[src/rtl/divisor_secuencial_param.sv]
// rtl/divisor_secuencial_param.sv - sequential restoring divider with div-by-zero flag, BUSY and DONE hold
// Optional two's-complement operands when DIV_SIGNED_EN is defined.
module divisor_secuencial_param #(
  parameter int WIDTH     = 8,
  parameter int DONE_HOLD = 31
) (
  input  logic             CLK,
  input  logic             RST_N,
  input  logic             START,
  input  logic [WIDTH-1:0] DIVIDEND,
  input  logic [WIDTH-1:0] DIVISOR,
  output logic             BUSY,
  output logic             DONE,
  output logic             DIV0,
  output logic [WIDTH-1:0] QUOTIENT,
  output logic [WIDTH-1:0] REMAINDER
);

  localparam int CW = $clog2(WIDTH + 1);
  localparam int HW = (DONE_HOLD > 1) ? $clog2(DONE_HOLD) : 1;

  localparam logic [2:0] S_IDLE  = 3'd0;
  localparam logic [2:0] S_LOAD  = 3'd1;
  localparam logic [2:0] S_SHIFT = 3'd2;
  localparam logic [2:0] S_CHECK = 3'd3;
  localparam logic [2:0] S_ADD   = 3'd4;
  localparam logic [2:0] S_END   = 3'd5;

  logic [2:0]       state;
  logic [WIDTH:0]   a;
  logic [WIDTH-1:0] q;
  logic [WIDTH-1:0] m;
  logic [CW-1:0]    cnt;
  logic [HW-1:0]    hold;

  logic [WIDTH:0]   a_shift_sub;
  logic [WIDTH:0]   a_restore;
  logic [WIDTH-1:0] q_raw;
  logic [WIDTH-1:0] r_raw;
  logic [WIDTH-1:0] q_out;
  logic [WIDTH-1:0] r_out;
  logic [WIDTH-1:0] dividend_mag;
  logic [WIDTH-1:0] divisor_mag;

  assign a_shift_sub = {a[WIDTH-1:0], q[WIDTH-1]} - {1'b0, m};
  assign a_restore   = a + {1'b0, m};

  // Final iteration result as it will look after the current CHECK/ADD edge.
  always_comb begin
    q_raw = {q[WIDTH-1:1], 1'b1};
    r_raw = a[WIDTH-1:0];
    if (state == S_ADD) begin
      q_raw = {q[WIDTH-1:1], 1'b0};
      r_raw = a_restore[WIDTH-1:0];
    end
  end

`ifdef DIV_SIGNED_EN
  logic sign_dd;
  logic sign_dv;

  assign dividend_mag = DIVIDEND[WIDTH-1] ? -DIVIDEND : DIVIDEND;
  assign divisor_mag  = DIVISOR[WIDTH-1]  ? -DIVISOR  : DIVISOR;
  assign q_out        = (sign_dd ^ sign_dv) ? -q_raw : q_raw;
  assign r_out        = sign_dd ? -r_raw : r_raw;

  always_ff @(posedge CLK) begin
    if (!RST_N) begin
      sign_dd <= 1'b0;
      sign_dv <= 1'b0;
    end else if (state == S_LOAD) begin
      sign_dd <= DIVIDEND[WIDTH-1];
      sign_dv <= DIVISOR[WIDTH-1];
    end
  end
`else
  assign dividend_mag = DIVIDEND;
  assign divisor_mag  = DIVISOR;
  assign q_out        = q_raw;
  assign r_out        = r_raw;
`endif

  assign BUSY = (state != S_IDLE);
  assign DONE = (state == S_END);

  always_ff @(posedge CLK) begin
    if (!RST_N) begin
      state     <= S_IDLE;
      a         <= '0;
      q         <= '0;
      m         <= '0;
      cnt       <= '0;
      hold      <= '0;
      DIV0      <= 1'b0;
      QUOTIENT  <= '0;
      REMAINDER <= '0;
    end else begin
      case (state)
        S_IDLE: begin
          hold <= '0;
          if (START) state <= S_LOAD;
        end
        S_LOAD: begin
          a    <= '0;
          q    <= dividend_mag;
          m    <= divisor_mag;
          cnt  <= CW'(WIDTH);
          hold <= '0;
          DIV0 <= 1'b0;
          if (DIVISOR == '0) begin
            DIV0      <= 1'b1;
            QUOTIENT  <= '1;
            REMAINDER <= DIVIDEND;
            state     <= S_END;
          end else begin
            state <= S_SHIFT;
          end
        end
        S_SHIFT: begin
          a     <= a_shift_sub;
          q     <= {q[WIDTH-2:0], 1'b0};
          cnt   <= cnt - CW'(1);
          state <= S_CHECK;
        end
        S_CHECK: begin
          if (a[WIDTH]) begin
            state <= S_ADD;
          end else begin
            q[0] <= 1'b1;
            if (cnt == '0) begin
              QUOTIENT  <= q_out;
              REMAINDER <= r_out;
              state     <= S_END;
            end else begin
              state <= S_SHIFT;
            end
          end
        end
        S_ADD: begin
          a    <= a_restore;
          q[0] <= 1'b0;
          if (cnt == '0) begin
            QUOTIENT  <= q_out;
            REMAINDER <= r_out;
            state     <= S_END;
          end else begin
            state <= S_SHIFT;
          end
        end
        S_END: begin
          if (hold == HW'(DONE_HOLD - 1)) state <= S_IDLE;
          else hold <= hold + HW'(1);
        end
        default: state <= S_IDLE;
      endcase
    end
  end

endmodule

[config.mk]
export PLATFORM = sky130hd
export DESIGN_NAME = divisor_secuencial_param
export DESIGN_NICKNAME = d
export VERILOG_FILES = /design/src/rtl/divisor_secuencial_param.sv
export SDC_FILE = /design/constraint.sdc
export NUM_CORES = 1
export LEC_CHECK = 0
export CORE_MARGIN = 2
export CORE_UTILIZATION = 55
export CTS_CLUSTER_SIZE = 20
export DETAILED_ROUTE_END_ITERATION = 10
export PLACE_DENSITY = 0.78
export RECOVER_POWER = 50
export SLEW_MARGIN = 0
export SYNTH_ARGS = -nofsm -noshare
export SYNTH_HDL_FRONTEND = slang
export SYNTH_SLANG_ARGS = --single-unit
[constraint.sdc]
create_clock -name CLK -period 2.75 [get_ports CLK]
set_clock_uncertainty 0.15 [all_clocks]
set_input_delay 0.6875 -clock CLK [delete_from_list [all_inputs] [get_ports CLK]]
set_output_delay 0.6875 -clock CLK [all_outputs]
set_load 0.03 [all_outputs]
==> results.cfg <==
[critical_path]
reg2regPathDepth = 6
rr_endpoint = a[5]$_SDFFE_PN0P_
reg2reg_slack_ps = 390
critPathKind = reg -> out
cp.depth = 2
cp_num_buf_inv = 1
critPathArrivalTime_ps = 1710
cp-end-kind = output port
cp_slowest_cell = clkdlybuf4s50_1
r2r-start = state[1]$_SDFFE_PN0P_
path_max_fanout = 9
cp-start-kind = register
crit_chain = or3_1 -> clkdlybuf4s50_1
cp_top_family = buffers and inverters
slowest_delay_ps = 610
cp.required_ps = 1910

[routing]
route.detailed.drc = 0
first_iter_violations = 283
vias = 3400
vias_per_cell = 6.28
antenna_left = 0
dr.pass1.iters = 5
avgRoutedWirePerCell_um = 17.2
routed_wl_um = 9300

[place]
io_buffers = 37
placed_area_mm2 = 0.00388
placed_cells = 533
dp_slack_ps = 25.9
routabilityCongestion = 0.974
hpwl_um = 6770

[synth]
syn_inst = 430
synth_nets = 470
ys.flop_type = dfxtp_1
synth.avg_cell_area_um2 = 7.95
ys_seq_area_frac = 0.316
synth_edf_count = 0
ys_ff_latch = 54
yosysWarnings = 0
synth_area_mm2 = 0.00342
synthArstFlopShare = 0
synth_cell_types = 65

[clock_tree]
clkTransAtPathRegs_ps = 110
cts_tree = done
cts_resized = 0
cts_setup_buffers = 0
htree_levels = 2
cts_root_buffer = clkbuf_8
holdBufCountCts = 0
clock_latency_ps = 330
cts_inserted_buffers = 5
max-clock-path-buffers = 2
clkSinkCount = 54

[layout]
fill_cells = 525
n_antenna_cell = 0
drive_above_1_share = 0.0708
fin_nets = 505
area_growth_pct = 16.0
stdcell_count = 541
fin_area_mm2 = 0.00397

[global_route]
antenna_found_initial = 0
grt_first_pass_wirelength_um = 15400
grt_max_degree = 36
grt_pass1_vias = 3067
grtUsageTotal = 0.272
grt-ovfl-total = 0

[floorplanning]
ios = 38
start_util = 0.574
num_rows = 28
die_x_um = 82.9
fp.dieArea_mm2 = 0.00686
core-area_mm2 = 0.00596
die_h_um = 82.9

[sta]
period_share = 0.927
relSlewSlack = 0.458
finalSetupTns_ps = 0
tightest_slew_ps = 812
drv_slew = 0
finalHoldViolations = 0
fin_ws_ps = 200
fmax_mhz = 392
fin_crit_ps = 2550
rsz0062_at_grt = no
setup-violations-final = 0

[pwr]
power_density_mw_per_mm2 = 605
peakVddDrop_v = 0.000398
power_leakage_uw = 0.00150

[worst_hold_path]
hold_path_class = reg -> reg
worstHoldStart = q[1]$_SDFFE_PN0P_
hold_end = q[1]$_SDFFE_PN0P_
hold_depth = 2

[status]
status = completed

[run]
cap_viol_max_count = 0
## cell type report
type	instances	area [um^2]	share of cell area
clock inverter	3	28.8	0.00725
multi-input combinational	332	2140	0.539
timing repair buffer	50	474	0.120
tap	75	93.8	0.0237
inverter	22	82.6	0.0208
sequential	54	1080	0.272
clock buffer	5	68.8	0.0173
## registers in the layout, indices dropped and copies added (netlist names)
signal,flops
DIV0,1
QUOTIENT,8
REMAINDER,8
a,9
cnt,4
hold,5
m,8
q,8
state,3
## per-stage QoR
| step | hold slack [ps] | total power, uW | utilization |
|---|---|---|---|
| global route | 357 | 2540 | 0.666 |
| global placement | 312 | 1890 | 0.651 |
| finish | 333 | 2400 | 0.666 |
| CTS | 331 | 2400 | 0.668 |
| floorplan | 299 | 1630 | - |
| detailed placement | 314 | 1910 | 0.651 |
## synth_stat cells, types with 10 or more instances
| cell | number | share of area |
|---|---|---|
| o21ai_0 | 21 | 0.031 |
| inv_1 | 21 | 0.023 |
| nand3_1 | 13 | 0.019 |
| a21oi_1 | 39 | 0.057 |
| nand2_1 | 38 | 0.042 |
| ha_1 | 19 | 0.070 |
| buf_2 | 11 | 0.016 |
| a211oi_1 | 12 | 0.026 |
| nor2_1 | 53 | 0.058 |
| dfxtp_1 | 54 | 0.32 |
| nor3_1 | 10 | 0.015 |
## how the worst max path moves through the flow
stage                                from                       end
finish              state[1]$_SDFFE_PN0P_                      BUSY
global route                   DIVISOR[0]  QUOTIENT[3]$_SDFFE_PN0P_
CTS                 state[1]$_SDFFE_PN0P_                      BUSY
detailed placement             DIVISOR[0]  QUOTIENT[3]$_SDFFE_PN0P_
global placement               DIVISOR[0]  QUOTIENT[2]$_SDFFE_PN0P_
floorplan           state[0]$_SDFFE_PN0P_                      BUSY
## power breakdown
part / switching [uW] / total [uW] / internal [uW]
Sequential: 82.3 / 946 / 864
Combinational: 581 / 959 / 379
Clock: 302 / 493 / 191
Total: 965 / 2400 / 1430
## layer usage
layer	track usage	part of all wire
met5	0	0
met2	0.449	0.47
met1	0.363	0.43
met4	0.0820	0.024
met3	0.0497	0.078
## tightest hold or removal path, cell delays in order (launching register included)
cell,delay (ps)
dfxtp_1,340
nand2_1,60
a21oi_1,50
## layout by cell type, fill, tap and decap left out, types with 6 or more instances in the layout
master	netlist	layout
dlygate4sd3_1	0	14
nor3_1	10	10
or3_1	7	7
a21o_1	9	9
nand2b_1	9	9
a211oi_1	12	12
a22oi_1	8	8
inv_1	21	21
a21oi_1	39	39
o221ai_1	6	6
nand3_1	13	13
o21ai_0	21	21
dfxtp_1	54	54
nand2_1	38	38
nor2_1	53	53
ha_1	19	19
buf_4	0	12
clkdlybuf4s50_1	0	22
## kinds of logic (layout without fill, tap and decap cells)
group / after synthesis / count (layout) / synth area share
mux: 2 / 2 / 0.00585
fa+ha+maj: 21 / 21 / 0.0812
compound gates: 141 / 141 / 0.287
buf+inv: 44 / 80 / 0.0567
xor+xnor: 5 / 5 / 0.0128
simple gates: 163 / 163 / 0.240
flops: 54 / 54 / 0.316
No activity file was read; power rests on OpenSTA's default activity.
